<file path="config.mk">
export PLATFORM = sky130hd
export DESIGN_NAME = mem_port_arbiter
export DESIGN_NICKNAME = d
export VERILOG_FILES = /design/src/rtl/mem_arb_pkg.sv /design/src/rtl/mem_arb_prio.sv /design/src/rtl/mem_port_arbiter.sv
export SDC_FILE = /design/constraint.sdc
export NUM_CORES = 1
export LEC_CHECK = 0
export CORE_AREA = 2 2 118 120
export DETAILED_ROUTE_END_ITERATION = 10
export DIE_AREA = 0 0 120 122
export PLACE_DENSITY_LB_ADDON = 0.05
export SLEW_MARGIN = 5
export SYNTH_ARGS = -nofsm -noshare
export SYNTH_HDL_FRONTEND = slang
export SYNTH_SLANG_ARGS = --single-unit
</file>
<file path="constraint.sdc">
create_clock -name i_clk -period 7.95 [get_ports i_clk]
set_clock_uncertainty 0.1 [all_clocks]
set_input_delay 1.59 -clock i_clk [delete_from_list [all_inputs] [get_ports i_clk]]
set_output_delay 1.59 -clock i_clk [all_outputs]
set_load 0.005 [all_outputs]
</file>
<file path="src/rtl/mem_arb_pkg.sv">
// Shared types and default widths for the instruction/data memory port arbiter.
package mem_arb_pkg;

  typedef enum logic [1:0] {
    IDLE = 2'd0,
    REQ  = 2'd1,
    WAIT = 2'd2
  } arb_state_e;

  typedef enum logic {
    OWN_IF = 1'b0,
    OWN_LS = 1'b1
  } owner_e;

  localparam int ADDR_W_DEF     = 32;
  localparam int DATA_W_DEF     = 32;
  localparam int STARVE_LIM_DEF = 4;
  localparam int CNT_W          = 4;

endpackage

</file>
<file path="src/rtl/mem_arb_prio.sv">
// Data-first priority decision with a saturating fetch-starvation counter.
module mem_arb_prio
  import mem_arb_pkg::*;
#(
  parameter int STARVE_LIM = STARVE_LIM_DEF
) (
  input  logic   clk_i,
  input  logic   rst_i,
  input  logic   if_req_i,
  input  logic   ls_req_i,
  input  logic   arb_i,
  output owner_e win_o,
  output logic   vld_o
);

  logic [CNT_W-1:0] cnt_q, cnt_d;
  logic             starved;

  assign starved = (cnt_q == CNT_W'(STARVE_LIM)) && if_req_i;
  assign vld_o   = arb_i && (if_req_i || ls_req_i);

  always_comb begin
    win_o = OWN_IF;
    if (ls_req_i && !starved) win_o = OWN_LS;
  end

  // Only data wins taken while fetch is waiting count towards starvation.
  always_comb begin
    cnt_d = cnt_q;
    if (vld_o) begin
      if (win_o == OWN_LS && if_req_i) begin
        if (cnt_q != CNT_W'(STARVE_LIM)) cnt_d = cnt_q + 1'b1;
      end else begin
        cnt_d = '0;
      end
    end
  end

  always_ff @(posedge clk_i or posedge rst_i) begin
    if (rst_i) cnt_q <= '0;
    else       cnt_q <= cnt_d;
  end

endmodule

</file>
<file path="src/rtl/mem_port_arbiter.sv">
// Shares one single-port memory between fetch and load/store requesters.
// Optional sticky protocol checker enabled by defining MEM_ARB_ERR_EN.
module mem_port_arbiter
  import mem_arb_pkg::*;
#(
  parameter int ADDR_W     = ADDR_W_DEF,
  parameter int DATA_W     = DATA_W_DEF,
  parameter int STARVE_LIM = STARVE_LIM_DEF
) (
  input  logic                  i_clk,
  input  logic                  i_reset,
  input  logic                  i_if_req,
  input  logic [ADDR_W-1:0]     i_if_addr,
  output logic                  o_if_gnt,
  output logic                  o_if_rvalid,
  output logic [DATA_W-1:0]     o_if_rdata,
  input  logic                  i_ls_req,
  input  logic                  i_ls_we,
  input  logic [ADDR_W-1:0]     i_ls_addr,
  input  logic [DATA_W-1:0]     i_ls_wdata,
  input  logic [DATA_W/8-1:0]   i_ls_be,
  output logic                  o_ls_gnt,
  output logic                  o_ls_rvalid,
  output logic [DATA_W-1:0]     o_ls_rdata,
  output logic                  o_mem_req,
  output logic                  o_mem_we,
  output logic [ADDR_W-1:0]     o_mem_addr,
  output logic [DATA_W-1:0]     o_mem_wdata,
  output logic [DATA_W/8-1:0]   o_mem_be,
  input  logic                  i_mem_gnt,
  input  logic                  i_mem_rvalid,
  input  logic [DATA_W-1:0]     i_mem_rdata,
  output logic                  o_busy,
  output logic                  o_err
);

  localparam int BE_W = DATA_W / 8;

  arb_state_e          state_q, state_d;
  owner_e              owner_q, win;
  logic                arb, win_vld;
  logic                mem_req_q, mem_we_q;
  logic [ADDR_W-1:0]   mem_addr_q;
  logic [DATA_W-1:0]   mem_wdata_q;
  logic [BE_W-1:0]     mem_be_q;
  logic                if_rvalid_q, ls_rvalid_q;
  logic [DATA_W-1:0]   if_rdata_q, ls_rdata_q;

  // Arbitration points: idle, and the response cycle so back-to-back has no bubble.
  assign arb = (state_q == IDLE) || (state_q == WAIT && i_mem_rvalid);

  mem_arb_prio #(.STARVE_LIM(STARVE_LIM)) u_prio (
    .clk_i    (i_clk),
    .rst_i    (i_reset),
    .if_req_i (i_if_req),
    .ls_req_i (i_ls_req),
    .arb_i    (arb),
    .win_o    (win),
    .vld_o    (win_vld)
  );

  always_ff @(posedge i_clk or posedge i_reset) begin
    if (i_reset) state_q <= IDLE;
    else         state_q <= state_d;
  end

  always_comb begin
    state_d = state_q;
    unique case (state_q)
      IDLE:    if (win_vld) state_d = REQ;
      REQ:     if (i_mem_gnt) state_d = WAIT;
      WAIT:    if (i_mem_rvalid) state_d = win_vld ? REQ : IDLE;
      default: state_d = IDLE;
    endcase
  end

  always_comb begin
    o_if_gnt = 1'b0;
    o_ls_gnt = 1'b0;
    if (state_q == REQ) begin
      o_if_gnt = i_mem_gnt && (owner_q == OWN_IF);
      o_ls_gnt = i_mem_gnt && (owner_q == OWN_LS);
    end
  end

  assign o_busy = (state_q != IDLE);

  always_ff @(posedge i_clk or posedge i_reset) begin
    if (i_reset) begin
      owner_q     <= OWN_IF;
      mem_req_q   <= 1'b0;
      mem_we_q    <= 1'b0;
      mem_addr_q  <= '0;
      mem_wdata_q <= '0;
      mem_be_q    <= '0;
      if_rvalid_q <= 1'b0;
      ls_rvalid_q <= 1'b0;
      if_rdata_q  <= '0;
      ls_rdata_q  <= '0;
    end else begin
      if_rvalid_q <= 1'b0;
      ls_rvalid_q <= 1'b0;
      if (state_q == WAIT && i_mem_rvalid) begin
        if (owner_q == OWN_IF) begin
          if_rvalid_q <= 1'b1;
          if_rdata_q  <= i_mem_rdata;
        end else begin
          ls_rvalid_q <= 1'b1;
          ls_rdata_q  <= i_mem_rdata;
        end
      end
      if (state_q == REQ && i_mem_gnt) mem_req_q <= 1'b0;
      if (win_vld) begin
        owner_q   <= win;
        mem_req_q <= 1'b1;
        if (win == OWN_LS) begin
          mem_we_q    <= i_ls_we;
          mem_addr_q  <= i_ls_addr;
          mem_wdata_q <= i_ls_wdata;
          mem_be_q    <= i_ls_be;
        end else begin
          mem_we_q    <= 1'b0;
          mem_addr_q  <= i_if_addr;
          mem_wdata_q <= '0;
          mem_be_q    <= '1;
        end
      end
    end
  end

  assign o_mem_req   = mem_req_q;
  assign o_mem_we    = mem_we_q;
  assign o_mem_addr  = mem_addr_q;
  assign o_mem_wdata = mem_wdata_q;
  assign o_mem_be    = mem_be_q;
  assign o_if_rvalid = if_rvalid_q;
  assign o_ls_rvalid = ls_rvalid_q;
  assign o_if_rdata  = if_rdata_q;
  assign o_ls_rdata  = ls_rdata_q;

`ifdef MEM_ARB_ERR_EN
  logic err_q, if_pend_q, ls_pend_q, err_set;

  // A request still waiting for its grant must not be withdrawn.
  always_comb begin
    err_set = (i_mem_rvalid && state_q != WAIT) ||
              (i_mem_gnt && state_q != REQ) ||
              (i_ls_req && i_ls_we && i_ls_be == '0) ||
              (if_pend_q && !i_if_req) ||
              (ls_pend_q && !i_ls_req);
  end

  always_ff @(posedge i_clk or posedge i_reset) begin
    if (i_reset) begin
      err_q     <= 1'b0;
      if_pend_q <= 1'b0;
      ls_pend_q <= 1'b0;
    end else begin
      err_q     <= err_q || err_set;
      if_pend_q <= i_if_req && !o_if_gnt;
      ls_pend_q <= i_ls_req && !o_ls_gnt;
    end
  end

  assign o_err = err_q;
`else
  assign o_err = 1'b0;
`endif

endmodule

</file>
==> qor.yml, run 1 <==
logic_synthesis:
  syn_nets: 588
  synth.cell_area_um2: 5600
  synth_cell_types: 28
  synth.avg_cell_area_um2: 12.5
  yosys_warnings: 0
  flip_flop_and_latch_count_after_synthesis: 143
  synthesis.instances: 447
  synth_seq_area_share_pct: 63.9
global_routing:
  grt_pass1_vias: 4539
  antenna_violations_before_repair: 0
  grt_use_total_pct: 21.3
  grt_remaining_overflow: 0
  grt_start_max_net_pins: 76
  first_pass_grt_wire_length_mm: 24.1
detailed_routing:
  drtIter0Drc: 250
  met2_wl_mm: 7.88
  antenna_left: 0
  via_count: 4590
  top_layer: "met4"
  post_drt_wl_per_cell_um: 17.2
  detail_route.drc_violations: 0
  detailedRoute.firstPassIterationCount: 4
  m1WireLength_mm: 6.44
  met3_wirelength_mm: 1.07
  wl_mm: 15.6
  viasPerCell: 5.06
power:
  worst_ir_drop_vdd_mv: 0.179
  static_leakage_nw: 3.87
  p_total_mw: 3.41
  p_per_area_nw_per_um2: 377
critical_path:
  worstPathArrival_ns: 2.93
  critical_path.reg2reg.startpoint: "u_prio.cnt_q[0]"
  crit_family: "buffers and inverters"
  regToRegEndpoint: "o_mem_wdata[19]"
  cp_common_cell: "clkdlybuf4s50_1"
  worst_ep_required_time_ns: 6.26
  reg2regPathDepth: 6
  critical_path.startpoint_type: "primary input"
  crit_buf_inv: 2
  criticalPathCategory: "primary input to output port"
  critical-path-slowest-cell: "clkdlybuf4s50_1"
  crit_fanout: 4
  crit_chain: "clkdlybuf4s50_1, nand3_1, nor2_1, clkdlybuf4s50_1"
  max_stage_delay_ns: 0.52
  ff2ff_setup_slack_ns: 5.03
  critPathCaptureType: "output port"
floorplan:
  die_area_um2: 14600
  placement_rows: 43
  start_util_pct: 41.5
  die-width_um: 120
  die_height_um: 122
  io_pins: 279
  core_region_area_um2: 13500
layout:
  final_layout_size_suffix_gt1_share_pct: 13.6
  n_antenna_cell: 0
  final_common_cell: "clkdlybuf4s50_1"
  nNetsFinal: 858
  layout_common_cells: "clkdlybuf4s50_1 (277), dfrtp_1 (143), a21oi_1 (65)"
  syn2layout_area_growth_pct: 61.0
  fillers: 1077
hold_path:
  worst_hold_path.num_cells: 2
  hold_path_startpoint: "o_mem_req"
  min_delay_worst_endpoint: "o_mem_req"
  worstHoldPathType: "flop to flop"
clock_tree:
  cts-hold-fix-buffers: 0
  postCtsResizedCells: 0
  cts.sink_count: 143
  tritoncts: "yes"
  insertion_delay_of_the_later_clocked_pin_in_the_worst_skew_pair_ns: 0.41
  cts_htree_levels: 4
  count_of_buffers_added_by_post_cts_timing_repair_for_setup: 0
  numCtsBuffers: 17
  clk_path_buf_depth: 2
  ctsRootBufferMaster: "clkbuf_16"
  cts.reportedPaths.clkPinSlew_ns: 0.06
sta:
  final_period_util_pct: 58.1
  finalWorstPathRequiredPeriod_ns: 4.62
  final_slew_violations: 0
  worstMarginPinSlew_ns: 1.20
  slew-limit-headroom_pct: 20.2
  setup_viol: 0
  totalNegativeSetupSlack_ns: 0
  hold_violations: 0
  hold_ws_ns: 0.388
  grt_setup_unrepaired: "false"
  max_clock_freq_ghz: 0.216
placed_design:
  port-buffer-count: 277
  globalplace.congestion: 0.777
  place.detailed.hpwl_mm: 10.9
flow_run:
  max_cap_viol_count: 0
run_status:
  status: "complete, no violations"
==> cell usage after synthesis (all sizes together) <==
library cell | number | area (um^2)
a21oi | 65 | 325
a22o | 33 | 289
and2 | 2 | 12.5
and3 | 1 | 6.26
and4 | 1 | 8.76
buf | 14 | 103
clkbuf | 16 | 60.1
conb | 1 | 3.75
dfrtp | 143 | 3580
ha | 2 | 25.0
inv | 7 | 26.3
mux2 | 64 | 721
nand2 | 41 | 154
nand3 | 5 | 25.0
nand3b | 1 | 7.51
nand4b | 2 | 17.5
nor2 | 35 | 131
o211a | 1 | 10.0
o21a | 1 | 7.51
o21ai | 3 | 15.0
o221a | 1 | 11.3
o221ai | 1 | 8.76
o22a | 4 | 35.0
o31ai | 3 | 22.5
==> flip-flops by register name (all words and copies together) (netlist names) <==
register	cells
o_if_rvalid	1
o_mem_wdata	32
o_mem_addr	32
o_mem_we	1
o_ls_rvalid	1
owner_q	1
o_ls_rdata	32
state_q	2
u_prio.cnt_q	4
o_mem_req	1
o_if_rdata	32
o_mem_be	4
==> metal layers <==
layer | up-vias | track usage, %
met5 | - | 0
met4 | 0 | 7.43
met3 | 22 | 6.04
met2 | 180 | 35.5
met1 | 2279 | 26.7
li1 | 2109 | -
==> worst register-to-register path, stage by stage, from the launching register on <==
cell and delay, ns:
dfrtp_1 0.41, inv_1 0.07, ha_1 0.22, nand4b_1 0.12
and2_2 0.61, and2_1 1.03, a22o_1 0.31
==> per-stage QoR <==
stage	utilization, %	setup slack, ns	instances	cell area [um^2]
floorplan	-	2.42	447	5600
global placement	62.9	3.25	878	8490
detailed placement	62.9	3.11	878	8490
CTS	66.8	3.34	908	9020
global route	66.8	3.22	908	9020
finish	66.8	3.33	908	9020
==> cells by family after synthesis <==
| group | count (synthesis) | synth area share, % |
|---|---|---|
| AO/OA/AOI/OAI | 112 | 12.9 |
| adder cells (fa/ha/maj) | 2 | 0.446 |
| buffers and inverters | 37 | 3.37 |
| flip-flops | 143 | 63.9 |
| multiplexers | 64 | 12.9 |
| other | 1 | 0.0669 |
| AND/OR/NAND/NOR | 88 | 6.47 |
==> final cells by class <==
cell class                 instances  area, um^2  area share (%)
sequential                       143        3580            39.7
timing repair buffer             281        2800            31.1
multi-input combinational        267        1860            20.6
clock buffer                      23         468            5.19
tap                              180         225            2.50
clock inverter                     7        63.8           0.707
inverter                           7        31.3           0.347
==> where the power goes <==
part	switching [mW]	internal (mW)
Sequential	0.191	1.08
Clock	0.283	0.441
Combinational	0.510	0.904
Total	0.984	2.42
==> how the worst max path moves through the flow <==
stage,from,to,slack [ns],cells past startpoint
5_1_grt,i_mem_gnt,o_if_gnt,3.22,4
3_5_place_dp,i_if_req,o_mem_wdata[19],3.11,5
4_1_cts,i_mem_gnt,o_ls_gnt,3.34,4
2_1_floorplan,i_reset,o_if_rdata[0],2.42,1
3_3_place_gp,i_if_req,o_mem_wdata[16],3.25,5
6_report,i_mem_gnt,o_ls_gnt,3.33,4
(Power assumes the default switching activity.)
==> run 2: changes to the inputs <==
--- a/config.mk
+++ b/config.mk
@@ -5,9 +5,9 @@
 export SDC_FILE = /design/constraint.sdc
 export NUM_CORES = 1
 export LEC_CHECK = 0
-export CORE_AREA = 2 2 118 120
+export CORE_AREA = 2 2 122 124
 export DETAILED_ROUTE_END_ITERATION = 10
-export DIE_AREA = 0 0 120 122
+export DIE_AREA = 0 0 124 126
 export PLACE_DENSITY_LB_ADDON = 0.05
 export SLEW_MARGIN = 5
 export SYNTH_ARGS = -nofsm -noshare
==> constraint.sdc (replaced) <==
create_clock -name i_clk -period 4.6 [get_ports i_clk]
set_clock_uncertainty 0.1 [all_clocks]
set_input_delay 0.92 -clock i_clk [delete_from_list [all_inputs] [get_ports i_clk]]
set_output_delay 0.92 -clock i_clk [all_outputs]
set_load 0.005 [all_outputs]
==> qor.yml, run 2 (synthesis gave the netlist of run 1 again) <==
run_status:
  status: "complete, no violations"
layout:
  final_cells: 916
  final_core_occ_pct: 63.9
  nNetsFinal: 860
  final_layout_size_suffix_gt1_share_pct: 14.6
  syn2layout_area_growth_pct: 63.2
  layout_common_cells: "clkdlybuf4s50_1 (277), dfrtp_1 (143), a21oi_1 (65)"
  final_common_cell: "clkdlybuf4s50_1"
  n_antenna_cell: 0
global_routing:
  antenna_violations_before_repair: 0
  grt_use_total_pct: 20.9
  grt_start_max_net_pins: 61
  grt_remaining_overflow: 0
  first_pass_grt_wire_length_mm: 24.8
  grt_pass1_vias: 4756
sta:
  totalNegativeSetupSlack_ns: 0
  grt_setup_unrepaired: "false"
  slew-limit-headroom_pct: 20.1
  hold_ws_ns: 0.387
  final_period_util_pct: 71.1
  max_clock_freq_ghz: 0.306
  setup_viol: 0
  finalWorstPathRequiredPeriod_ns: 3.27
  hold_violations: 0
  worstMarginPinSlew_ns: 1.20
  final_slew_violations: 0
power:
  share_of_power_burned_in_combinational_logic_pct: 40.3
  seq_power_share_pct: 36.0
  p_per_area_nw_per_um2: 664
  netSwitchingPower_mw: 1.74
  worst_ir_drop_vdd_mv: 0.267
  power_switching_share_pct: 28.7
  power_frac_clock_pct: 23.6
  p_int_mw: 4.33
  static_leakage_nw: 3.91
detailed_routing:
  antenna_left: 0
  viasPerCell: 4.96
  detailedRoute.firstPassIterationCount: 4
  post_drt_wl_per_cell_um: 17.4
  wl_mm: 16.0
  via_count: 4543
  detail_route.drc_violations: 0
  drtIter0Drc: 201
clock_tree:
  ctsRootBufferMaster: "clkbuf_16"
  clk_path_buf_depth: 2
  cts-hold-fix-buffers: 0
  cts.reportedPaths.clkPinSlew_ns: 0.06
  tritoncts: "yes"
  count_of_buffers_added_by_post_cts_timing_repair_for_setup: 0
  cts.sink_count: 143
  insertion_delay_of_the_later_clocked_pin_in_the_worst_skew_pair_ns: 0.41
  postCtsResizedCells: 0
  numCtsBuffers: 17
  cts_htree_levels: 4
floorplan:
  die-width_um: 124
  io_pins: 279
  die_area_um2: 15600
  die_height_um: 126
  placement_rows: 44
  start_util_pct: 39.2
  core_region_area_um2: 14300
placed_design:
  globalplace.congestion: 0.757
  place.detailed.hpwl_mm: 11.3
  placed_cells: 884
  port-buffer-count: 277
critical_path:
  worst_ep_required_time_ns: 3.58
  crit_fanout: 4
  worstPathArrival_ns: 2.25
  criticalPathCategory: "primary input to output port"
  critical_path.startpoint_type: "primary input"
  critPathCaptureType: "output port"
hold_path:
  worstHoldPathType: "flop to flop"
flow_run:
  max_cap_viol_count: 0
[run 2: cell types whose count changed in the layout (fill, tap and decap cells not counted), sizes merged]
cell / delta
clkinv: +1
buf: +2
bufinv: +3
clkinvlp: +4
clkbuf: -6
[run 2: stage by stage]
| step | power, mW | worst slack, ns | cell area, um^2 |
|---|---|---|---|
| after detailed placement | 4.68 | 1.32 | 8530 |
| after global placement | 4.61 | 1.35 | 8530 |
| after CTS | 6.14 | 1.32 | 9150 |
| after floorplan | 3.11 | 1.79 | 5610 |
| after global routing | 6.45 | 1.24 | 9150 |
| final | 6.07 | 1.33 | 9150 |
[run 2: critical path, stage by stage]
cell and delay [ns]:
clkdlybuf4s50_1 0.48, nand3_1 0.17, nor2_1 0.16, clkdlybuf4s50_1 0.52
[run 2: power groups by stage]
stage	Combinational [mW]	Clock, mW	Sequential [mW]
detailed placement	2.48	0	2.20
CTS	2.49	1.47	2.19
floorplan	0.885	0	2.23
global placement	2.43	0	2.18
global route	2.65	1.53	2.27
finish	2.45	1.44	2.19
[run 2: final timing paths]
kind / startpoint / to / slack, ns / cells after the start
min: state_q[1] / state_q[0] / 0.39 / 1
max reg2reg: u_prio.cnt_q[0] / o_mem_wdata[7] / 2.27 / 6
max in group asynchronous: i_reset / o_mem_wdata[13] / 2.50 / 3
min reg2reg: state_q[1] / state_q[0] / 0.39 / 1
min in group asynchronous: i_reset / o_if_rdata[22] / 1.03 / 2
max: i_mem_gnt / o_if_gnt / 1.33 / 4
[run 2: layer usage]
layer	vias up	routed length (um)	GRT usage [%]
met4	0	287	7.67
met1	2218	6310	24.4
met3	20	1430	7.79
met2	191	7940	34.9
met5	-	0	0
li1	2114	-	-
[run 2: final cells by class]
class                      count  area [um^2]
clock buffer                  17          425
clock inverter                15          194
fill                        1137         5170
inverter                       7         30.0
multi-input combinational    267         1860
sequential                   143         3580
tap                          184          230
timing repair buffer         283         2830
